### src/rtl/cache_sim_pkg.sv
// Shared types and widths for the cache trace driver and the cache under test.
package cache_sim_pkg;

    localparam int unsigned CACHE_ADDR_W = 11;

    typedef enum logic [1:0] {
        ST_IDLE  = 2'd0,
        ST_ISSUE = 2'd1,
        ST_DRAIN = 2'd2,
        ST_DONE  = 2'd3
    } state_t;

endpackage

### src/rtl/cache_trace_driver_if.sv
// Address/hit link between the trace driver (master) and the cache under test (slave).
interface cache_trace_driver_if
    import cache_sim_pkg::*;
#(
    parameter int unsigned ADDR_W = CACHE_ADDR_W
) ();

    logic [ADDR_W-1:0] cache_addr;
    logic              cache_req;
    logic              cache_hit;

    modport master (output cache_addr, output cache_req, input cache_hit);
    modport slave  (input cache_addr, input cache_req, output cache_hit);

endinterface

### src/rtl/cache_trace_mem.sv
// Trace register file: synchronous write, asynchronous read, contents survive reset.
module cache_trace_mem #(
    parameter int unsigned DEPTH  = 16,
    parameter int unsigned ADDR_W = 11,
    localparam int unsigned IDX_W = $clog2(DEPTH)
) (
    input  logic              clk,
    input  logic              we,
    input  logic [IDX_W-1:0]  wr_idx,
    input  logic [ADDR_W-1:0] wr_data,
    input  logic [IDX_W-1:0]  rd_idx,
    output logic [ADDR_W-1:0] rd_data
);

    logic [ADDR_W-1:0] mem [DEPTH];

    always_ff @(posedge clk) begin
        if (we) begin
            mem[wr_idx] <= wr_data;
        end
    end

    assign rd_data = mem[rd_idx];

endmodule

### src/rtl/cache_trace_driver.sv
// Replays a loaded address trace into a cache, one address per cycle, and
// counts the hits/misses the cache reports HIT_LAT cycles later.
module cache_trace_driver
    import cache_sim_pkg::*;
#(
    parameter int unsigned ADDR_W  = CACHE_ADDR_W,
    parameter int unsigned DEPTH   = 16,
    parameter int unsigned CNT_W   = 16,
    parameter int unsigned HIT_LAT = 1,
    localparam int unsigned IDX_W  = $clog2(DEPTH),
    localparam int unsigned LEN_W  = IDX_W + 1
) (
    input  logic                 clk,
    input  logic                 rst_n,
    input  logic                 load_en,
    input  logic [IDX_W-1:0]     load_idx,
    input  logic [ADDR_W-1:0]    load_addr,
    input  logic [LEN_W-1:0]     trace_len,
    input  logic                 start,
    output logic                 busy,
    output logic                 done,
    output logic [CNT_W-1:0]     hit_cnt,
    output logic [CNT_W-1:0]     miss_cnt,
    cache_trace_driver_if.master cif
);

    localparam logic [CNT_W-1:0] CNT_MAX = '1;

    state_t             state;
    logic [IDX_W-1:0]   idx;
    logic [LEN_W-1:0]   len;
    logic [LEN_W-1:0]   len_clamped;
    logic [HIT_LAT-1:0] pend;
    logic [HIT_LAT-1:0] pend_next;
    logic [ADDR_W-1:0]  rd_data;
    logic               req;
    logic               mem_we;
    logic               sample;
    logic               last_issue;

    assign len_clamped = (trace_len > LEN_W'(DEPTH)) ? LEN_W'(DEPTH) : trace_len;
    assign mem_we      = load_en && (state == ST_IDLE);
    assign last_issue  = (LEN_W'(idx) == (len - LEN_W'(1)));

    // cache_req itself is stage 0 of the valid pipe; pend holds the remaining HIT_LAT stages
    assign pend_next = HIT_LAT'({pend, req});
    assign sample    = pend[HIT_LAT-1];

    assign cif.cache_req  = req;
    assign cif.cache_addr = req ? rd_data : '0;

    cache_trace_mem #(
        .DEPTH  (DEPTH),
        .ADDR_W (ADDR_W)
    ) u_mem (
        .clk     (clk),
        .we      (mem_we),
        .wr_idx  (load_idx),
        .wr_data (load_addr),
        .rd_idx  (idx),
        .rd_data (rd_data)
    );

    // Sequencer, sampling pipe and saturating counters
    always_ff @(posedge clk or negedge rst_n) begin
        if (!rst_n) begin
            state    <= ST_IDLE;
            busy     <= 1'b0;
            done     <= 1'b0;
            req      <= 1'b0;
            idx      <= '0;
            len      <= '0;
            pend     <= '0;
            hit_cnt  <= '0;
            miss_cnt <= '0;
        end else begin
            pend <= pend_next;
            done <= 1'b0;

            if (sample) begin
                if (cif.cache_hit) begin
                    if (hit_cnt != CNT_MAX) hit_cnt <= hit_cnt + CNT_W'(1);
                end else begin
                    if (miss_cnt != CNT_MAX) miss_cnt <= miss_cnt + CNT_W'(1);
                end
            end

            case (state)
                ST_IDLE: begin
                    if (start) begin
                        hit_cnt  <= '0;
                        miss_cnt <= '0;
                        idx      <= '0;
                        if (len_clamped != '0) begin
                            len   <= len_clamped;
                            state <= ST_ISSUE;
                            busy  <= 1'b1;
                            req   <= 1'b1;
                        end else begin
                            state <= ST_DONE;
                            done  <= 1'b1;
                        end
                    end
                end
                ST_ISSUE: begin
                    idx <= idx + IDX_W'(1);
                    if (last_issue) begin
                        state <= ST_DRAIN;
                        req   <= 1'b0;
                    end
                end
                // Leave once the final outstanding request is being sampled at this edge
                ST_DRAIN: begin
                    if (pend_next == '0) begin
                        state <= ST_DONE;
                        busy  <= 1'b0;
                        done  <= 1'b1;
                    end
                end
                ST_DONE: begin
                    state <= ST_IDLE;
                end
                default: begin
                    state <= ST_IDLE;
                end
            endcase
        end
    end

endmodule
### src/flat_wrapper.sv
// flat-port wrapper written by rule: the top's interface ports become plain ports
module cache_trace_driver_flat import cache_sim_pkg::*;
#(
    parameter int unsigned ADDR_W  = CACHE_ADDR_W,
    parameter int unsigned DEPTH   = 16,
    parameter int unsigned CNT_W   = 16,
    parameter int unsigned HIT_LAT = 1,
    localparam int unsigned IDX_W  = $clog2(DEPTH),
    localparam int unsigned LEN_W  = IDX_W + 1
)
  (clk, rst_n, load_en, load_idx, load_addr, trace_len, start, busy, done, hit_cnt, miss_cnt, cif_cache_addr, cif_cache_req, cif_cache_hit);
  cache_trace_driver_if #(.ADDR_W(ADDR_W)) cif_i ();
  input  logic clk;
  input  logic rst_n;
  input  logic load_en;
  input  logic [IDX_W-1:0] load_idx;
  input  logic [ADDR_W-1:0] load_addr;
  input  logic [LEN_W-1:0] trace_len;
  input  logic start;
  output logic busy;
  output logic done;
  output logic [CNT_W-1:0] hit_cnt;
  output logic [CNT_W-1:0] miss_cnt;
  output wire logic [$bits(cif_i.cache_addr)-1:0] cif_cache_addr;
  output wire logic [$bits(cif_i.cache_req)-1:0] cif_cache_req;
  input wire logic [$bits(cif_i.cache_hit)-1:0] cif_cache_hit;
  assign cif_cache_addr = cif_i.cache_addr;
  assign cif_cache_req = cif_i.cache_req;
  assign cif_i.cache_hit = cif_cache_hit;
  cache_trace_driver #(.ADDR_W(ADDR_W), .DEPTH(DEPTH), .CNT_W(CNT_W), .HIT_LAT(HIT_LAT)) u_core (.clk(clk), .rst_n(rst_n), .load_en(load_en), .load_idx(load_idx), .load_addr(load_addr), .trace_len(trace_len), .start(start), .busy(busy), .done(done), .hit_cnt(hit_cnt), .miss_cnt(miss_cnt), .cif(cif_i));
endmodule
### config.mk
export PLATFORM = sky130hd
export DESIGN_NAME = cache_trace_driver_flat
export DESIGN_NICKNAME = d
export VERILOG_FILES = /design/src/rtl/cache_sim_pkg.sv /design/src/rtl/cache_trace_driver_if.sv /design/src/rtl/cache_trace_mem.sv /design/src/rtl/cache_trace_driver.sv /design/src/flat_wrapper.sv
export SDC_FILE = /design/constraint.sdc
export NUM_CORES = 1
export LEC_CHECK = 0
export CORE_UTILIZATION = 45
export CTS_CLUSTER_SIZE = 24
export DETAILED_ROUTE_END_ITERATION = 10
export SETUP_SLACK_MARGIN = 0.05
export SLEW_MARGIN = 10
export SYNTH_ARGS = -nofsm -noshare
export SYNTH_HDL_FRONTEND = slang
export SYNTH_SLANG_ARGS = --single-unit
### constraint.sdc
create_clock -name clk -period 3.3 [get_ports clk]
set_input_delay 0.33 -clock clk [delete_from_list [all_inputs] [get_ports clk]]
set_output_delay 0.33 -clock clk [all_outputs]
set_load 0.05 [all_outputs]
==> run metrics <==
Cells after DPL=898; Die X=147 um; YS warnings=0; Vias=5202; H-tree depth=1; Hold Path Class=input pin to asynchronous set/reset pin; Period minus WS final=3130 ps; Layout Nets=around 700; Final Util=0.552; die area=0.0215 sq mm; Critical Path RT=about 3000 ps; Clock Tree Root=clkbuf_16; synthesized instance count=~560; DR iter-0 viols=349; area grow syn2layout=19.6%; status=finished clean; DR pass1 iterations=4; Worst EP arrival=2800 ps; Mean Syn Cell Area=16.9 sq um; Max VDD drop=just under 0.6 mV; initial antenna violation count=1; I/O pins=between 70 and 80; Most used DFF post-synth=edfxtp_1; CTS tree=built; Inserted Clock Buffers=23; CTS sink cnt=223; final max-slew violation count=0; remaining antenna violation count=0; Post-synth top cells=edfxtp_1, dfrtp_1, mux4_2; count of flip-flops with a built-in enable after synthesis=176; leading area contributor after synthesis=edfxtp_1; final WL=19.9 mm; crit path kind=flop to output port; worst rel slew slack=0.450; Via density=5.54; Final Non-Filler Cells=around 940; crit end category=output port; largest net degree at the start of global routing=35; max-capacitance violation count=0; Reg2Reg Depth=8; number of distinct library cells after synthesis=47; dpl hpwl=around 12 mm; synth top area cells=edfxtp_1, dfrtp_1, mux4_2; wire per inst=21.2 um; clock latency on the worst-skew pair=approximately 500 ps; clock skew=between 10 and 15 ps; worst-margin pin slew=818 ps; P_leak=about 0.0038 uW; post-synth top area share=0.562; global-route wire length before repair=31.2 mm; Post-route DRC=0; Initial Util=0.461; Post-CTS Setup Bufs=0; CP max FO=24; Core Area=0.0204 sq mm; CTS clk-pin slew, worst paths=roughly 60 ps; post-synthesis sequential area ratio=0.688; gr ovfl total=0; Post-Syn Nets=588; fin crit share=0.947; Row Count=52; routability cong.=0.814; #FFs+latches synth=about 220; Synth async-reset ratio=0.211; clk buf depth=3; vias in the first global route=5338; total negative slack=0 ps; IO Port Bufs=70; most common cell in the synthesized netlist=edfxtp_1; Fin. Hold Viols=0; Total GRT Usage=0.194; RSZ-0062 raised after global routing=no; Max Clk Rate=around 320 MHz; Final setup viols=0; Setup crit start kind=flop; synthesized area=0.00940 sq mm; Pwr Density=718 mW/mm^2; die height=between 100 and 150 um; share of cells above drive strength 1=0.189
-- final cells by class --
class / count / area (sq um)
fillers: 1577 / 9130
flip-flops and latches: 223 / 6470
multi-input cells: 293 / 2730
repair buffers: 99 / 926
clock buffers: 29 / 598
well taps: 270 / 338
clock inverters: 10 / 123
inverters: 14 / 52.6
diodes: 1 / 2.50
-- placed cells by master (no fill, tap or decap), types with 8 or more instances in the layout --
cell type / count
edfxtp_1: 176
clkdlybuf4s50_1: 58
mux4_2: 45
dfrtp_1: 45
nor2_1: 43
buf_4: 36
nand2_1: 26
clkbuf_16: 23
xnor2_1: 21
nand3_1: 15
nor3_1: 15
and2_1: 14
inv_1: 14
o21ai_0: 14
mux4_1: 10
nand4_1: 10
a21oi_1: 8
-- stage by stage --
| step | setup slack, ps | cell area, sq um | hold WS (ps) | power [uW] |
|---|---|---|---|---|
| 2_1_floorplan | 799 | 9400 | 34.4 | 5050 |
| 3_3_place_gp | 632 | 10500 | 435 | 5610 |
| 3_5_place_dp | 594 | 10500 | 447 | 5650 |
| 4_1_cts | 51.4 | 11200 | 425 | 8170 |
| 5_1_grt | 61.9 | 11200 | 456 | 8430 |
| 6_report | 175 | 11200 | 440 | 8070 |
-- worst max-delay path, stage by stage (launching register included) --
cell	delay, ps
dfrtp_4	590
buf_12	260
mux4_1	590
mux4_2	460
and2_1	190
buf_4	190
-- timing repair --
| item | in CTS | in global routing |
|---|---|---|
| hold buffers | 1 | 0 |
| gates resized for setup | 0 | 1 |
| endpoints found under the setup margin | 0 | 5 |
| hold endpoints to repair | 33 | 0 |
-- state kept, by name, indices dropped and copies added (netlist names) --
register	cells
u_core.done	1
u_core.idx	4
u_core.cif.cache_req	1
u_core.u_mem.mem	176
u_core.miss_cnt	16
u_core.hit_cnt	16
u_core.pend	1
u_core.busy	1
u_core.len	5
u_core.state	2
-- layer usage --
metal / up-vias / wire length [um] / track usage
met2: 147 / 10000 / 0.337
met5: - / 0 / 0
li1: 2379 / - / -
met1: 2651 / 8350 / 0.255
met4: 0 / 354 / 0.0500
met3: 25 / 1150 / 0.0322
-- power breakdown --
part           leakage (uW)  switching [uW]  internal (uW)
Sequential          0.00220             192           3180
Combinational       0.00127            1190           1000
Clock              0.000356             991           1510
-- worst paths after layout --
kind | from | to | slack, ps
setup / recovery | u_core.idx[0] | cif_cache_addr[6] | 170
hold / removal | rst_n | u_core.hit_cnt[1] | 440
setup reg to reg | u_core.state[0] | u_core.cif.cache_req | 1100
hold reg to reg | u_core.len[4] | u_core.len[4] | 540
max in group asynchronous | rst_n | u_core.idx[0] | 2140
min in group clk | trace_len[1] | u_core.len[1] | 440
-- cell families after synthesis --
group | after synthesis | share of synthesized area
mux | 60 | 0.141
fa+ha+maj | 7 | 0.00932
buf+inv | 40 | 0.0241
simple gates | 155 | 0.0825
compound gates | 46 | 0.0321
flops | 223 | 0.688
xor+xnor | 25 | 0.0233
Power figures use the tool's default switching activity.
